<file path="config.mk">
export PLATFORM = sky130hd
export DESIGN_NAME = dispensador_billetes
export DESIGN_NICKNAME = d
export VERILOG_FILES = /design/src/rtl/dispensador_billetes.sv
export SDC_FILE = /design/constraint.sdc
export NUM_CORES = 1
export LEC_CHECK = 0
export CAP_MARGIN = 20
export CORE_ASPECT_RATIO = 1.25
export CORE_UTILIZATION = 55
export DETAILED_ROUTE_END_ITERATION = 8
export GPL_TIMING_DRIVEN = 0
export PLACE_DENSITY = 0.78
export SKIP_CTS_REPAIR_TIMING = 1
export SLEW_MARGIN = 20
export SYNTH_ARGS = -nofsm -noshare
export SYNTH_HDL_FRONTEND = slang
export SYNTH_SLANG_ARGS = --single-unit
</file>
<file path="constraint.sdc">
create_clock -name Clk -period 8.7 [get_ports Clk]
set_clock_uncertainty 0.2 [all_clocks]
set_input_delay 2.175 -clock Clk [delete_from_list [all_inputs] [get_ports Clk]]
set_output_delay 2.175 -clock Clk [all_outputs]
set_load 0.02 [all_outputs]
</file>
<file path="src/rtl/dispensador_billetes.sv">
// Cash-dispense stage: plans a greedy, inventory-limited bill breakdown for a requested
// amount and releases the bills one by one to the dispensing mechanism.
module dispensador_billetes #(
    parameter logic [31:0] DEN0  = 32'd20000,
    parameter logic [31:0] DEN1  = 32'd10000,
    parameter logic [31:0] DEN2  = 32'd5000,
    parameter logic [31:0] DEN3  = 32'd1000,
    parameter int unsigned INV_W = 8
) (
    input  logic               Clk,
    input  logic               Reset,
    input  logic               ENTREGAR_DINERO,
    input  logic [31:0]        MONTO,
    input  logic               BILLETE_ACK,
    input  logic               RECARGA_STB,
    input  logic [1:0]         RECARGA_TIPO,
    input  logic [INV_W-1:0]   RECARGA_CANT,
    output logic               BILLETE_STB,
    output logic [1:0]         BILLETE_TIPO,
    output logic               OCUPADO,
    output logic               FIN_DISPENSA,
    output logic               ERROR_DISPENSA,
    output logic [4*INV_W-1:0] INVENTARIO,
    output logic [2:0]         ESTADO_DBG
);

    typedef enum logic [2:0] {
        S_IDLE     = 3'd0,
        S_PLAN     = 3'd1,
        S_CHECK    = 3'd2,
        S_DISPENSE = 3'd3,
        S_FIN      = 3'd4
    } estado_t;

    localparam logic [INV_W-1:0] UNO = INV_W'(1);

    estado_t          estado_q;
    logic [31:0]      resto_q;
    logic [1:0]       idx_q;
    logic [INV_W-1:0] plan_q [4];
    logic [INV_W-1:0] inv_q  [4];
    logic             stb_q;
    logic [1:0]       tipo_q;
    logic             ocupado_q;
    logic             fin_q;
    logic             error_q;

    logic [31:0]      den_d;
    logic             puede_d;
    logic             plan_any_d;
    logic [1:0]       sig_tipo_d;
    logic             ultimo_d;
    logic [INV_W:0]   recarga_sum_d;
    logic [INV_W-1:0] recarga_sat_d;

    always_comb begin
        den_d = DEN0;
        case (idx_q)
            2'd0: den_d = DEN0;
            2'd1: den_d = DEN1;
            2'd2: den_d = DEN2;
            2'd3: den_d = DEN3;
            default: den_d = DEN0;
        endcase
    end

    // One bill per PLAN cycle while it fits and the stock covers it.
    assign puede_d = (resto_q >= den_d) && (plan_q[idx_q] < inv_q[idx_q]);

    always_comb begin
        plan_any_d = 1'b0;
        sig_tipo_d = 2'd0;
        for (int i = 3; i >= 0; i--) begin
            if (plan_q[i] != '0) begin
                plan_any_d = 1'b1;
                sig_tipo_d = 2'(i);
            end
        end
    end

    // True when acknowledging the bill on display empties the whole plan.
    always_comb begin
        ultimo_d = 1'b1;
        for (int i = 0; i < 4; i++) begin
            if (2'(i) == tipo_q) begin
                if (plan_q[i] != UNO) ultimo_d = 1'b0;
            end else if (plan_q[i] != '0) begin
                ultimo_d = 1'b0;
            end
        end
    end

    assign recarga_sum_d = {1'b0, inv_q[RECARGA_TIPO]} + {1'b0, RECARGA_CANT};
    assign recarga_sat_d = recarga_sum_d[INV_W] ? {INV_W{1'b1}} : recarga_sum_d[INV_W-1:0];

    // Handshake: BILLETE_STB with BILLETE_TIPO is held stable until a cycle with
    // BILLETE_ACK=1; that cycle transfers the bill. ACK while STB=0 has no effect.
    always_ff @(posedge Clk or posedge Reset) begin
        if (Reset) begin
            estado_q  <= S_IDLE;
            resto_q   <= '0;
            idx_q     <= '0;
            stb_q     <= 1'b0;
            tipo_q    <= '0;
            ocupado_q <= 1'b0;
            fin_q     <= 1'b0;
            error_q   <= 1'b0;
            for (int i = 0; i < 4; i++) begin
                plan_q[i] <= '0;
                inv_q[i]  <= '0;
            end
        end else begin
            fin_q   <= 1'b0;
            error_q <= 1'b0;
            case (estado_q)
                S_IDLE: begin
                    if (ENTREGAR_DINERO) begin
                        resto_q   <= MONTO;
                        idx_q     <= '0;
                        ocupado_q <= 1'b1;
                        estado_q  <= S_PLAN;
                        for (int i = 0; i < 4; i++) plan_q[i] <= '0;
                    end else if (RECARGA_STB) begin
                        inv_q[RECARGA_TIPO] <= recarga_sat_d;
                    end
                end
                S_PLAN: begin
                    if (puede_d) begin
                        resto_q       <= resto_q - den_d;
                        plan_q[idx_q] <= plan_q[idx_q] + UNO;
                    end else if (idx_q == 2'd3) begin
                        estado_q <= S_CHECK;
                    end else begin
                        idx_q <= idx_q + 2'd1;
                    end
                end
                S_CHECK: begin
                    if (resto_q != '0) begin
                        error_q   <= 1'b1;
                        ocupado_q <= 1'b0;
                        estado_q  <= S_IDLE;
                        for (int i = 0; i < 4; i++) plan_q[i] <= '0;
                    end else if (plan_any_d) begin
                        stb_q    <= 1'b1;
                        tipo_q   <= sig_tipo_d;
                        estado_q <= S_DISPENSE;
                    end else begin
                        fin_q    <= 1'b1;
                        estado_q <= S_FIN;
                    end
                end
                S_DISPENSE: begin
                    if (stb_q) begin
                        if (BILLETE_ACK) begin
                            stb_q          <= 1'b0;
                            plan_q[tipo_q] <= plan_q[tipo_q] - UNO;
                            inv_q[tipo_q]  <= inv_q[tipo_q] - UNO;
                            if (ultimo_d) begin
                                fin_q    <= 1'b1;
                                estado_q <= S_FIN;
                            end
                        end
                    end else begin
                        stb_q  <= 1'b1;
                        tipo_q <= sig_tipo_d;
                    end
                end
                S_FIN: begin
                    ocupado_q <= 1'b0;
                    estado_q  <= S_IDLE;
                end
                default: begin
                    ocupado_q <= 1'b0;
                    stb_q     <= 1'b0;
                    estado_q  <= S_IDLE;
                end
            endcase
        end
    end

    always_comb begin
        INVENTARIO = '0;
        for (int i = 0; i < 4; i++) INVENTARIO[i*INV_W +: INV_W] = inv_q[i];
    end

    assign BILLETE_STB    = stb_q;
    assign BILLETE_TIPO   = tipo_q;
    assign OCUPADO        = ocupado_q;
    assign FIN_DISPENSA   = fin_q;
    assign ERROR_DISPENSA = error_q;
    assign ESTADO_DBG     = estado_q;

endmodule

</file>
==> Word-level counts from Yosys, hierarchy flattened <==
Index checks and enable logic that the tools add are counted.
{ "word_totals": {"mem_bits_ro": 0, "n_memories": 0, "reg_bits": 107, "ram_bits": 0, "latchBits": 0, "wordCells": 183} }
{ "op_classes": {"n_mul": 0, "n_mux": 94, "add_sub_neg": 6, "n_bitwise": 5, "reduce_logical": 26, "n_div": 0, "n_shift": 0, "eq_ne": 28, "magnitude_cmp": 8} }
{ "op_table": {"columns": ["cell", "count"], "rows": [
  ["two-way mux 32 bit", 11],
  ["case mux 32 bit (4 select lines)", 2],
  ["bitwise mux 32 bit", 4],
  ["case mux 32 bit (2 select lines)", 2],
  ["two-way mux 8 bit", 14],
  ["binary-select mux 8 bit (select 2 bit)", 5],
  ["demux 8 bit (select 2 bit)", 3],
  [">= comparator 32 bit", 1],
  ["inequality test 8 x 1 -> 1 bit, second input constant", 4],
  ["nonzero test 32 bit", 1],
  ["nonzero test 8 bit", 4],
  ["subtractor 32 bit", 1],
  ["two-way mux 1 bit", 29],
  ["inequality test 2 bit, second input constant", 14],
  ["two-way mux 3 bit", 8],
  ["two-way mux 2 bit", 10],
  ["subtractor 8 x 1 -> 8 bit, second input constant", 2],
  ["case mux 3 bit (4 select lines)", 1],
  ["AND reduction 6 bit", 2],
  ["adder 8 x 8 -> 9 bit", 1],
  [">= comparator 3 bit, second input constant", 3],
  ["< comparator 3 x 1 -> 1 bit, second input constant", 3],
  ["NOT 2 -> 3 bit", 3],
  ["AND reduction 3 bit", 3],
  ["23 further kinds", 36]
]} }

==> Depth between registers and ports, before layout <==
{ "depth": {"word_depth": 13, "mapped_depth": 16, "ltp_nobuf": 11} }

==> Worst setup path before layout <==
Ideal clock, no wire load.
{ "synth_timing": {"path_type": "input to register", "from": "input port RECARGA_TIPO[0]", "to": "register inv_q, in the netlist INVENTARIO[14]", "arrival_time_ns": 4.922, "required_ns": 8.354, "stages": 10, "setup_slack_ns": 3.432, "path_cell_list": "buf_1 -> mux4_2 -> ha_1 -> nor2b_1 -> o21ai_0 -> a21boi_0 -> o21a_1 -> or3_1 -> a211oi_1 -> o221ai_1"} }
{ "synth_between": {"elab_chain_cells": 10, "elab_cells_between_ends": 15, "cone_classes": "add/sub: 1; order compare: 2; mux: 10; bitwise: 1; reduce/logical: 1"} }
{ "synth_rtl": {"columns": ["element", "line_no", "rtl"], "rows": [
  ["start, declared", "16", "input logic [1:0] RECARGA_TIPO,"],
  ["NOT 2 -> 3 bit (not written as such) (*)", "93, 124", null],
  ["binary-select mux 8 bit (select 2 bit)", "93", "assign recarga_sum_d = {1'b0, inv_q[RECARGA_TIPO]} + {1'b0, RECARGA_CANT};"],
  ["two-way mux 8 bit (not written as such) (2 in series)", "93", null],
  ["adder 8 x 8 -> 9 bit", "93", null],
  ["two-way mux 8 bit", "94", "assign recarga_sat_d = recarga_sum_d[INV_W] ? {INV_W{1'b1}} : recarga_sum_d[INV_W-1:0];"],
  ["bitwise mux 32 bit (*)", "124", "inv_q[RECARGA_TIPO] <= recarga_sat_d;"],
  ["two-way mux 32 bit (*)", "123", "end else if (RECARGA_STB) begin"],
  ["two-way mux 32 bit (*)", "117", "if (ENTREGAR_DINERO) begin"],
  ["case mux 32 bit (2 select lines) (*)", "115", "case (estado_q)"],
  ["end signal, assigned by index", "124", null],
  ["end signal, assigned by index", "157", "inv_q[tipo_q] <= inv_q[tipo_q] - UNO;"],
  ["end, declared", "41", "logic [INV_W-1:0] inv_q [4];"]
]} }
Every way passes the cells marked *; elsewhere a longest branch is shown, timed or not. The select of a mux whose other input is x is not followed.
A chain may end at the register's enable or synchronous reset.

==> Final worst setup path <==
{ "layout_timing": {"from": "input port RECARGA_TIPO[1]", "to": "register inv_q, in the netlist INVENTARIO[10]"} }
Same word-level chain as after synthesis.

==> results.txt <==
Final HPWL DP - 20.7 mm
Vias in the first global route - 8551
Gr usage total - 36.3%
Crit Path Max Fanout - 10
Top FF cell, synth - dfrtp_1
Fillers - 1257
RSZ-0062 raised after global routing - false
Synth area leader - dfrtp_1
Initial antenna violation count - 0
Setup violations, final - 0
FF+latch count, synth - 107
H-tree depth - 3
I/O Buffers - 87
Post-Synthesis Cells - 974
PnR worst setup slack - 2.55 ns
Hold Crit Class - flip-flop to flip-flop
N_diodes - 0
Post-route DRC violation count - 0
GR Layer Usage met3 - 7.82%
Vias - 8772
Crit-path slowest cell - nor3_1
Met1 Use GR - 44.8%
TritonCTS clock tree - built
Yosys warnings - 0
WL/cell - 21.6 µm
Post-DRT Antenna Nets - 0
Met2 usage - 60.3%
Syn_area_per_cell - 8.77 µm²
Die width - 113 µm
Peak Freq - 0.163 GHz
Critical path type - primary input to flip-flop
Data arrival, critical path - 6.17 ns
Area Growth Syn to Fin - 17.1%
Pin count of the biggest net entering global routing - 61
Relative slew slack - 31.6%
Routability congestion estimate - 0.987
Setup TNS - 0 ns
Commonest non-fill, non-tap cell in the layout - nand2_1
Core Box Area - 15100 µm²
Number of I/O pins - 88
Initial Utilization - 56.6%
Net count after synthesis - 1055
Clock Tree Buf Depth - 2
Ranking of synthesized cells by area - dfrtp_1, mux4_2, nand2_1
Max Slew Vio Count - 0
Drt initial violations - 936
Drt first pass iters - 6
Root buffer cell - clkbuf_16
Post-synth ARST share - 100%
Cell variety after synth - 78
Setup slack after placement - 2.17 ns
First-pass GRT wire length - 44.8 mm
Crit-path cells - clkdlybuf4s50_1, buf_1, mux4_2, ha_1, inv_1, fa_1, nor2b_1, o21ai_0, a21boi_0, o21ai_0, a21oi_1, nor3_1, o221ai_1
Max cap viols - 0
Clk Latency, worst-skew pair - 0.37 ns
CP Capture Type - flip-flop
Register area share after synthesis - 31.4%
Synth Cell Area - 8540 µm²
Yosys top cell area share - 31.4%
Crit path time final - 6.15 ns
Fin. Hold Viols - 0
Worst setup SP type - primary input
Total CTS buffers - 9
Worst-Margin Slew - 1.02 ns
Most frequent cells in the layout - nand2_1, dfrtp_1, clkdlybuf4s50_1
Slowest stage delay, CP - 0.60 ns
Clock transition at path regs - 0.07 ns
Required time of the critical path - 8.72 ns
GRT overflow - 0
Clk sinks - 107
Total detailed-routing wirelength - 27.7 mm
CP dominant cell by count - o21ai_0
Nets - 1154
Post-synth EDFFs - 0
Avg Vias per Cell - 6.82
Die area - 16000 µm²
Busiest layer in global routing - met2
Standard-cell rows - 50
Fin crit share - 70.7%
Die Y-Extent - 141 µm
Outcome - complete, no violations
Layout cell share with drive strength beyond 1 - 8.81%
==> layout make-up <==
| cell class | count | area [µm²] | area share (%) |
|---|---|---|---|
| tap | 208 | 260 | 2.60 |
| clock buffer | 10 | 239 | 2.39 |
| sequential | 107 | 2680 | 26.8 |
| buffer | 59 | 251 | 2.52 |
| multi-input combinational | 770 | 5480 | 54.8 |
| inverter | 38 | 148 | 1.48 |
| clock inverter | 6 | 48.8 | 0.488 |
| timing repair buffer | 88 | 898 | 8.99 |
==> critical path, delay by kind of cell <==
| family | cells | cell delay (ns) |
|---|---|---|
| simple gates | 2 | 0.66 |
| mux | 1 | 0.58 |
| fa+ha+maj | 2 | 0.41 |
| buf+inv | 3 | 1.22 |
| compound gates | 5 | 1.12 |
==> cell usage after synthesis (13+ instances only) <==
cell type / count
nand4_1: 13
mux4_2: 39
xnor2_1: 17
nor3_1: 47
ha_1: 32
nand3_1: 18
dfrtp_1: 107
clkbuf_1: 39
a21oi_1: 63
o22ai_1: 15
a31oi_1: 13
o221ai_1: 34
nor4_1: 13
o21ai_0: 61
nor2_1: 75
inv_1: 38
nand2_1: 116
==> metrics by stage <==
| step | area [µm²] | hold slack, ns | cells | utilization [%] |
|---|---|---|---|---|
| global placement | 9670 | 0.260 | 1269 | 64.1 |
| CTS | 10000 | 0.284 | 1286 | 66.3 |
| finish | 10000 | 0.278 | 1286 | 66.3 |
| detailed placement | 9710 | 0.266 | 1270 | 64.4 |
| floorplan | 8540 | 0.247 | 974 | - |
| global route | 10000 | 0.315 | 1286 | 66.3 |
==> layer usage <==
metal  vias to the layer above  part of all wire [%]
met4                         0                   4.3
li1                       3939                     -
met5                         -                     0
met1                      4198                    37
met2                       534                    50
met3                       101                   9.5
==> final timing paths <==
check                           slack, ns              to  cells after the start       startpoint
worst max-delay path                 2.55  INVENTARIO[10]                     13  RECARGA_TIPO[1]
worst min-delay path                 0.28      resto_q[0]                      2       resto_q[0]
worst max register to register       2.82      resto_q[7]                     14         idx_q[1]
worst min register to register       0.28      resto_q[0]                      2       resto_q[0]
max in group asynchronous            5.59      plan_q[26]                      3            Reset
min in group asynchronous            2.04      resto_q[6]                      2            Reset
==> flip-flops by register name (all words and copies together) (netlist names) <==
name and count:
OCUPADO 1, plan_q 32, resto_q 32, BILLETE_TIPO 2, BILLETE_STB 1, ERROR_DISPENSA 1, idx_q 2, ESTADO_DBG 3
FIN_DISPENSA 1, INVENTARIO 32
==> cells by family (layout without fill, tap and decap cells) <==
| group | Yosys count | after routing | share of synthesized area (%) |
|---|---|---|---|
| XOR/XNOR | 25 | 25 | 2.56 |
| buffers and inverters | 97 | 201 | 4.61 |
| multiplexers | 47 | 47 | 11.2 |
| AND/OR/NAND/NOR | 360 | 360 | 20.6 |
| AO/OA/AOI/OAI | 304 | 304 | 24.5 |
| adder cells (fa/ha/maj) | 34 | 34 | 5.16 |
| flip-flops | 107 | 107 | 31.4 |
Power is left out: the tool's default activity adds up to more than one toggle a clock period on the data nets, which glitch-free logic cannot reach.
